--- src/rtl/result_stream_buffer.sv ---
// Double-buffered matrix snapshot and byte streamer for the systolic array output.
// Each capture freezes one NxN accumulator matrix; bytes leave on a valid/ready stream.
module result_stream_buffer #(
  parameter int N     = 2,
  parameter int ACC_W = 16,
  parameter int OUT_W = 8
) (
  input  logic                   clk,
  input  logic                   rst_n,
  input  logic [N*N*ACC_W-1:0]   results,
  input  logic                   narrow,
  input  logic                   cap_valid,
  output logic                   cap_ready,
  input  logic                   flush,
  output logic [OUT_W-1:0]       out_data,
  output logic                   out_valid,
  input  logic                   out_ready,
  output logic                   out_last,
  output logic                   out_sat
);

  localparam int NE  = N * N;
  localparam int BPE = ACC_W / OUT_W;
  localparam int EW  = (NE > 1) ? $clog2(NE) : 1;
  localparam int BW  = (BPE > 1) ? $clog2(BPE) : 1;
  localparam logic [EW-1:0] EL_LAST = EW'(NE - 1);
  localparam logic [BW-1:0] BY_LAST = BW'(BPE - 1);

  logic [NE*ACC_W-1:0] mem [2];
  logic [1:0]          full;
  logic [1:0]          nar;
  logic [1:0]          sat;
  logic                wr_bank;
  logic                rd_bank;
  logic [EW-1:0]       el_idx;
  logic [BW-1:0]       by_idx;

  logic                cap_fire;
  logic                beat;
  logic                cap_sat;
  logic                last_byte;
  logic [ACC_W-1:0]    elem;
  logic [ACC_W-1:0]    shifted;
  logic [OUT_W-1:0]    sel_byte;

  // An element fits in OUT_W signed bits when its top bits are pure sign extension.
  function automatic logic ovf(input logic [ACC_W-1:0] v);
    logic [ACC_W-OUT_W:0] top;
    top = v[ACC_W-1:OUT_W-1];
    return !((&top) || !(|top));
  endfunction

  function automatic logic [OUT_W-1:0] clamp(input logic [ACC_W-1:0] v);
    if (!ovf(v))
      return v[OUT_W-1:0];
    else if (v[ACC_W-1])
      return {1'b1, {(OUT_W-1){1'b0}}};
    else
      return {1'b0, {(OUT_W-1){1'b1}}};
  endfunction

  always_comb begin
    cap_sat = 1'b0;
    for (int e = 0; e < NE; e++)
      cap_sat = cap_sat | ovf(results[e*ACC_W +: ACC_W]);
  end

  always_comb begin
    elem      = mem[rd_bank][int'(el_idx)*ACC_W +: ACC_W];
    shifted   = elem >> ((BPE - 1 - int'(by_idx)) * OUT_W);
    sel_byte  = nar[rd_bank] ? clamp(elem) : shifted[OUT_W-1:0];
    last_byte = (el_idx == EL_LAST) &&
                (nar[rd_bank] || (by_idx == BY_LAST));
  end

  assign cap_ready = ~(&full);
  assign out_valid = full[rd_bank];
  assign out_last  = out_valid & last_byte;
  assign out_data  = out_valid ? sel_byte : '0;
  assign out_sat   = out_valid & nar[rd_bank] & sat[rd_bank];
  assign cap_fire  = cap_valid & cap_ready;
  assign beat      = out_valid & out_ready;

  always_ff @(posedge clk or negedge rst_n) begin
    if (!rst_n) begin
      for (int b = 0; b < 2; b++)
        mem[b] <= '0;
      full    <= '0;
      nar     <= '0;
      sat     <= '0;
      wr_bank <= 1'b0;
      rd_bank <= 1'b0;
      el_idx  <= '0;
      by_idx  <= '0;
    end else if (flush) begin
      full    <= '0;
      wr_bank <= 1'b0;
      rd_bank <= 1'b0;
      el_idx  <= '0;
      by_idx  <= '0;
    end else begin
      if (cap_fire) begin
        mem[wr_bank]  <= results;
        full[wr_bank] <= 1'b1;
        nar[wr_bank]  <= narrow;
        sat[wr_bank]  <= cap_sat;
        wr_bank       <= ~wr_bank;
      end
      // Capture always targets the empty bank, so it never collides with this clear.
      if (beat) begin
        if (last_byte) begin
          full[rd_bank] <= 1'b0;
          rd_bank       <= ~rd_bank;
          el_idx        <= '0;
          by_idx        <= '0;
        end else if (nar[rd_bank] || by_idx == BY_LAST) begin
          by_idx <= '0;
          el_idx <= el_idx + 1'b1;
        end else begin
          by_idx <= by_idx + 1'b1;
        end
      end
    end
  end

endmodule

--- config.mk ---
export PLATFORM = sky130hd
export DESIGN_NAME = result_stream_buffer
export DESIGN_NICKNAME = d
export VERILOG_FILES = /design/src/rtl/result_stream_buffer.sv
export SDC_FILE = /design/constraint.sdc
export NUM_CORES = 1
export LEC_CHECK = 0
export ABC_AREA = 1
export CORE_MARGIN = 2
export CORE_UTILIZATION = 30
export DETAILED_ROUTE_END_ITERATION = 16
export SKIP_CTS_REPAIR_TIMING = 1
export SYNTH_ARGS = -nofsm -noshare
export SYNTH_HDL_FRONTEND = slang
export SYNTH_SLANG_ARGS = --single-unit
--- constraint.sdc ---
create_clock -name clk -period 3.8 [get_ports clk]
set_input_delay 0.95 -clock clk [delete_from_list [all_inputs] [get_ports clk]]
set_output_delay 0.95 -clock clk [all_outputs]
set_load 0.02 [all_outputs]
==> reports/results.ini, run 1 <==
[worst_setup_path]
r2r_setup_slack_ns=1.78
timing.rr.start=rd_bank$_DFFE_PN0P_
crit_slowest_cell=clkdlybuf4s50_1
r2r_end=full[1]$_DFF_PN0_
crit_path_max_fanout=10
crit_required_ns=2.85
worstRegToRegCells=6
cp.buffers_inverters=2
cp.arrival_ns=2.89
crit_chain=inv_1 > nand3_1 > nand2_1 > nand2_1 > nand2_1 > nand2_1 > nor2_1 > nand2_1 > nand3_2 > nand3_1 > nor2_1 > clkdlybuf4s50_1
worstSetupPathType=flip-flop to primary output
endpoint_kind=primary output
cp_common_cell=nand2_1
critPathLaunchType=flip-flop
slowest_delay_ns=0.62
cp_top_family=simple AND/OR/NAND/NOR gates

[drt]
ant_nets=0
viasPerCell=4.664
wl_per_cell_um=15.07
drt_wl_total_um=19840
num_vias=6142
drc_errors=0
drtIter0Drc=467
firstDrtPassIters=5

[timing]
hold_violations=0
worstMarginPinSlew_ns=0.6836
worst_slew_margin_rel_pct=54.43
period_minus_slack_ns=3.837
holdWs_ns=0.4810
final.period_utilization_pct=101.0
finalMaxSlewViolations=0
rsz0062_at_grt=yes
fin_worst_skew_ns=0.007996
fmax_mhz=260.6
tns_ns=-0.03690
fin_ws_ns=-0.03690
finalSetupViolations=1

[place]
port-buffer-count=81
dpl.hpwl_um=13840
dp_cells=1284
place.gp.congestion=0.8928

[grt]
track_usage_pct=16.68
grt_pass1_vias=6189
grt_first_pass_wirelength_um=32270
antenna_found_initial=0
grt_max_degree=73
grt_overflow=0

[power]
power.total_mw=5.105
leakagePower_nw=4.255
power.density_nw_per_um2=569.0
peakVddDrop_v=0.0003618

[clock_network]
clock-sinks=139
cts_tree=built
clk_path_buf_depth=2
h-tree-depth=4
clk_pin_slew_ns=0.06
cts_root_buf=clkbuf_16
clkLatencyLatePin_ns=0.43
numCtsBuffers=17

[floorplan]
std_cell_rows=56
ios=82
die_x_um=158.1
die_h_um=158.1
start_util_pct=30.45
core_area_um2=23400
die_area_um2=25010

[worst_hold_path]
worstHoldPathCells=2
hold_end=mem[111]$_DFFE_PN0P_
hold_class=flip-flop to flip-flop
hp-start=mem[111]$_DFFE_PN0P_

[layout]
fin_util_pct=38.33
n_antenna_cell=0
layout_commonest_cell=nand2_1
finalNetCount=1056
instances_no_fill=1317
drive_gt1_share_pct=9.619
most-common-layout-cells=nand2_1 (238), dfrtp_1 (138), inv_1 (123)
area_delta_synth_final_pct=25.88

[logic_synthesis]
avgSynthCellArea_um2=7.780
syn_inst=916
syn_area_um2=7127
ys_seq_elements=139
syn_nets=987
yosysWarningCount=0
yosysUniqueCellTypes=28
synth_seq_area_share_pct=48.81

[outcome]
violations=negative setup slack
status=finished with violations

[job]
max-cap-violations=0

==> how the worst max path moves through the flow <==
stage | startpoint | end | depth (start not counted)
final | el_idx[0]$_DFFE_PN0P_ | out_data[6] | 12
after global placement | el_idx[0]$_DFFE_PN0P_ | out_data[1] | 12
after floorplan | rd_bank$_DFFE_PN0P_ | out_sat | 7
after detailed placement | rd_bank$_DFFE_PN0P_ | out_data[4] | 14
after global routing | rd_bank$_DFFE_PN0P_ | out_data[6] | 14
after CTS | rd_bank$_DFFE_PN0P_ | out_data[4] | 14
==> kinds of logic after synthesis <==
kind of cell / count (synthesis) / share of synthesized area [%]
AND/OR/NAND/NOR: 399 / 23.23
buffers and inverters: 177 / 10.32
AO/OA/AOI/OAI: 170 / 12.75
flip-flops: 139 / 48.81
multiplexers: 30 / 4.723
adder cells (fa/ha/maj): 1 / 0.1755
==> sequential cells by signal, summed over array words and instances (netlist names) <==
register,flops
sat,2
mem,128
el_idx,2
nar,2
wr_bank,1
by_idx,1
rd_bank,1
full,2
==> worst register-to-register path, delay by kind of cell, from the launching register on <==
kind	cells	cell delay, ns
compound gates	2	0.72
buf+inv	3	0.57
flops	1	0.48
simple gates	1	0.13
==> where the power goes <==
part	internal (mW)	switching, mW
combinational	0.522	0.844
sequential	1.83	0.138
clock	1.10	0.670
==> layout make-up <==
cell class	count	area (µm²)
fillers	2475	14430
flip-flops and latches	139	3480
multi-input cells	600	2928
repair buffers	102	1069
inverters	125	471.7
clock buffers	18	429.2
well taps	319	399.1
clock inverters	14	195.2
==> per-layer routing <==
layer / track usage, % / routed length, µm / vias to the layer above
li1: - / - / 3069
met5: 0 / 0 / -
met4: 4.633 / 326 / 0
met1: 22.27 / 8970 / 2899
met3: 3.942 / 1080 / 27
met2: 27.10 / 9466 / 147
==> cell usage after synthesis (all sizes together) <==
library cell | number | area (µm²)
a21o | 1 | 7.510
a21oi | 35 | 175.2
buf | 39 | 217.7
clkbuf | 13 | 48.80
dfrtp | 139 | 3478
ha | 1 | 12.51
inv | 125 | 469.2
mux2 | 29 | 326.6
mux2i | 1 | 10.01
nand2 | 242 | 915.9
nand3 | 64 | 340.3
nand4 | 8 | 50.05
nor2 | 74 | 285.3
nor3 | 4 | 20.02
nor4 | 7 | 43.79
o211ai | 16 | 120.1
o21ai | 114 | 574.3
o311ai | 1 | 8.760
o31ai | 3 | 22.52
==> stage by stage <==
step                instance area (µm²)  setup WS [ns]
detailed placement                 8300         0.4392
global placement                   8300         0.4599
CTS                                8925       -0.04862
floorplan                          7127          1.086
finish                             8971       -0.03690
global route                       8971        -0.1822
Power figures use the tool's default switching activity.
==> run 2, diff against run 1 <==
--- a/config.mk
+++ b/config.mk
@@ -6,7 +6,6 @@
 export NUM_CORES = 1
 export LEC_CHECK = 0
 export ABC_AREA = 1
-export CORE_MARGIN = 2
 export CORE_UTILIZATION = 30
 export DETAILED_ROUTE_END_ITERATION = 16
 export SKIP_CTS_REPAIR_TIMING = 1
==> run 2 against run 1 <==
Against the previous run:
- the flow now finishes without violations
- via count shrank 0.24%
- non-clock buffer count shrank 2
- design area shrank 0.49%
- die area shrank 2.5%
- global-route usage grew 0.46 points
- clock power shrank 3%
- sequential cell count is the same
- critical path depth shrank 5
- combinational power is essentially flat
==> reports/results.ini, run 2 (synthesis results as in run 1) <==
[outcome]
status=finished, final reports clean

[drt]
drc_errors=0
wl_per_cell_um=14.68
firstDrtPassIters=7
drt_wl_total_um=19300
drtIter0Drc=367
ant_nets=0
num_vias=6127
viasPerCell=4.659

[power]
peakVddDrop_v=0.0003754
leakagePower_nw=4.252
power.density_nw_per_um2=565.5

[job]
max-cap-violations=0

[timing]
final.period_utilization_pct=95.61
fin_worst_skew_ns=0.008157
finalSetupViolations=0
period_minus_slack_ns=3.633
fmax_mhz=275.2
hold_violations=0
worstMarginPinSlew_ns=0.7959
worst_slew_margin_rel_pct=46.94
rsz0062_at_grt=no
finalMaxSlewViolations=0

[layout]
fin_util_pct=38.15
top_register=mem
finalNetCount=1054
layout_commonest_cell=nand2_1
n_antenna_cell=0
fill_cells=2429
most-common-layout-cells=nand2_1 (238), dfrtp_1 (138), inv_1 (122)
largest_register_ffs=128
area_delta_synth_final_pct=25.26
drive_gt1_share_pct=9.337
final_area_um2=8927

[worst_setup_path]
timing.rr.start=rd_bank$_DFFE_PN0P_
crit_path_end=out_sat
worstRegToRegCells=11
crit_path_max_fanout=26
r2r_end=el_idx[0]$_DFFE_PN0P_
setup.worst_path.start=rd_bank$_DFFE_PN0P_
worstSetupPathType=flip-flop to primary output
critPathLaunchType=flip-flop
endpoint_kind=primary output
cp.arrival_ns=2.68
r2r_setup_slack_ns=1.53
crit_required_ns=2.85

[floorplan]
core_area_um2=23400
ios=82
start_util_pct=30.45
std_cell_rows=56
die_h_um=156.1
die_x_um=156.1
die_area_um2=24380

[clock_network]
clock-sinks=139
numCtsBuffers=17
cts_tree=built
clkLatencyLatePin_ns=0.42
cts_root_buf=clkbuf_16
clk_path_buf_depth=2
h-tree-depth=4
clk_pin_slew_ns=0.06

[place]
place.gp.congestion=0.8840
port-buffer-count=81
dpl.hpwl_um=13720
place_area_um2=8293

[grt]
antenna_found_initial=0
grt_overflow=0
grt_pass1_vias=6095
use_met3_pct=4.083
grt_max_degree=81
grt_first_pass_wirelength_um=32200
track_usage_pct=17.14
grt.busiest_layer=met2
use_met2_pct=27.81
use_met1_pct=23.09

[worst_hold_path]
hold_class=flip-flop to flip-flop

-- run 2: stage by stage --
step	setup TNS [ns]	power [mW]	hold slack [ns]	worst slack, ns	instances
2_1_floorplan	0	2.859	0.4478	1.086	916
3_3_place_gp	0	3.336	0.4653	0.3692	1283
3_5_place_dp	0	3.358	0.4723	0.3614	1283
4_1_cts	-0.6331	5.086	0.4879	-0.1114	1315
5_1_grt	0	5.374	0.5087	0.009954	1315
6_report	0	5.049	0.4844	0.1667	1315
-- run 2: where the power goes --
group	internal, mW	switching [mW]
clock network	1.07	0.645
registers	1.83	0.139
logic	0.525	0.840
total	3.42	1.62
-- run 2: per-layer routing --
layer	wire length [µm]	share of wire, %
met3	825	4.3
met2	9103	47
met5	0	0
met1	9179	48
met4	189	0.98
-- run 2: worst min-delay path by stage --
| stage | from | endpoint | cells after the start |
|---|---|---|---|
| global placement | mem[111]$_DFFE_PN0P_ | mem[111]$_DFFE_PN0P_ | 2 |
| finish | mem[104]$_DFFE_PN0P_ | mem[104]$_DFFE_PN0P_ | 2 |
| global route | mem[69]$_DFFE_PN0P_ | mem[69]$_DFFE_PN0P_ | 2 |
| floorplan | mem[111]$_DFFE_PN0P_ | mem[111]$_DFFE_PN0P_ | 2 |
| CTS | mem[111]$_DFFE_PN0P_ | mem[111]$_DFFE_PN0P_ | 2 |
| detailed placement | mem[111]$_DFFE_PN0P_ | mem[111]$_DFFE_PN0P_ | 2 |
-- run 2: worst max-delay path: stages (launching register included) --
cell and delay [ns]:
dfrtp_2 0.40, buf_4 0.26, buf_4 0.33, nand2_1 0.09, o21ai_1 0.25, inv_1 0.10
nor3_1 0.21, clkdlybuf4s50_1 0.64
-- run 2: final cells by class --
cell class,count,area [µm²],area share (%)
clock buffer,22,464.2,5.200
clock inverter,10,140.1,1.570
sequential,139,3480,38.98
tap,319,399.1,4.471
inverter,125,475.5,5.326
multi-input combinational,600,2928,32.80
timing repair buffer,100,1041,11.66
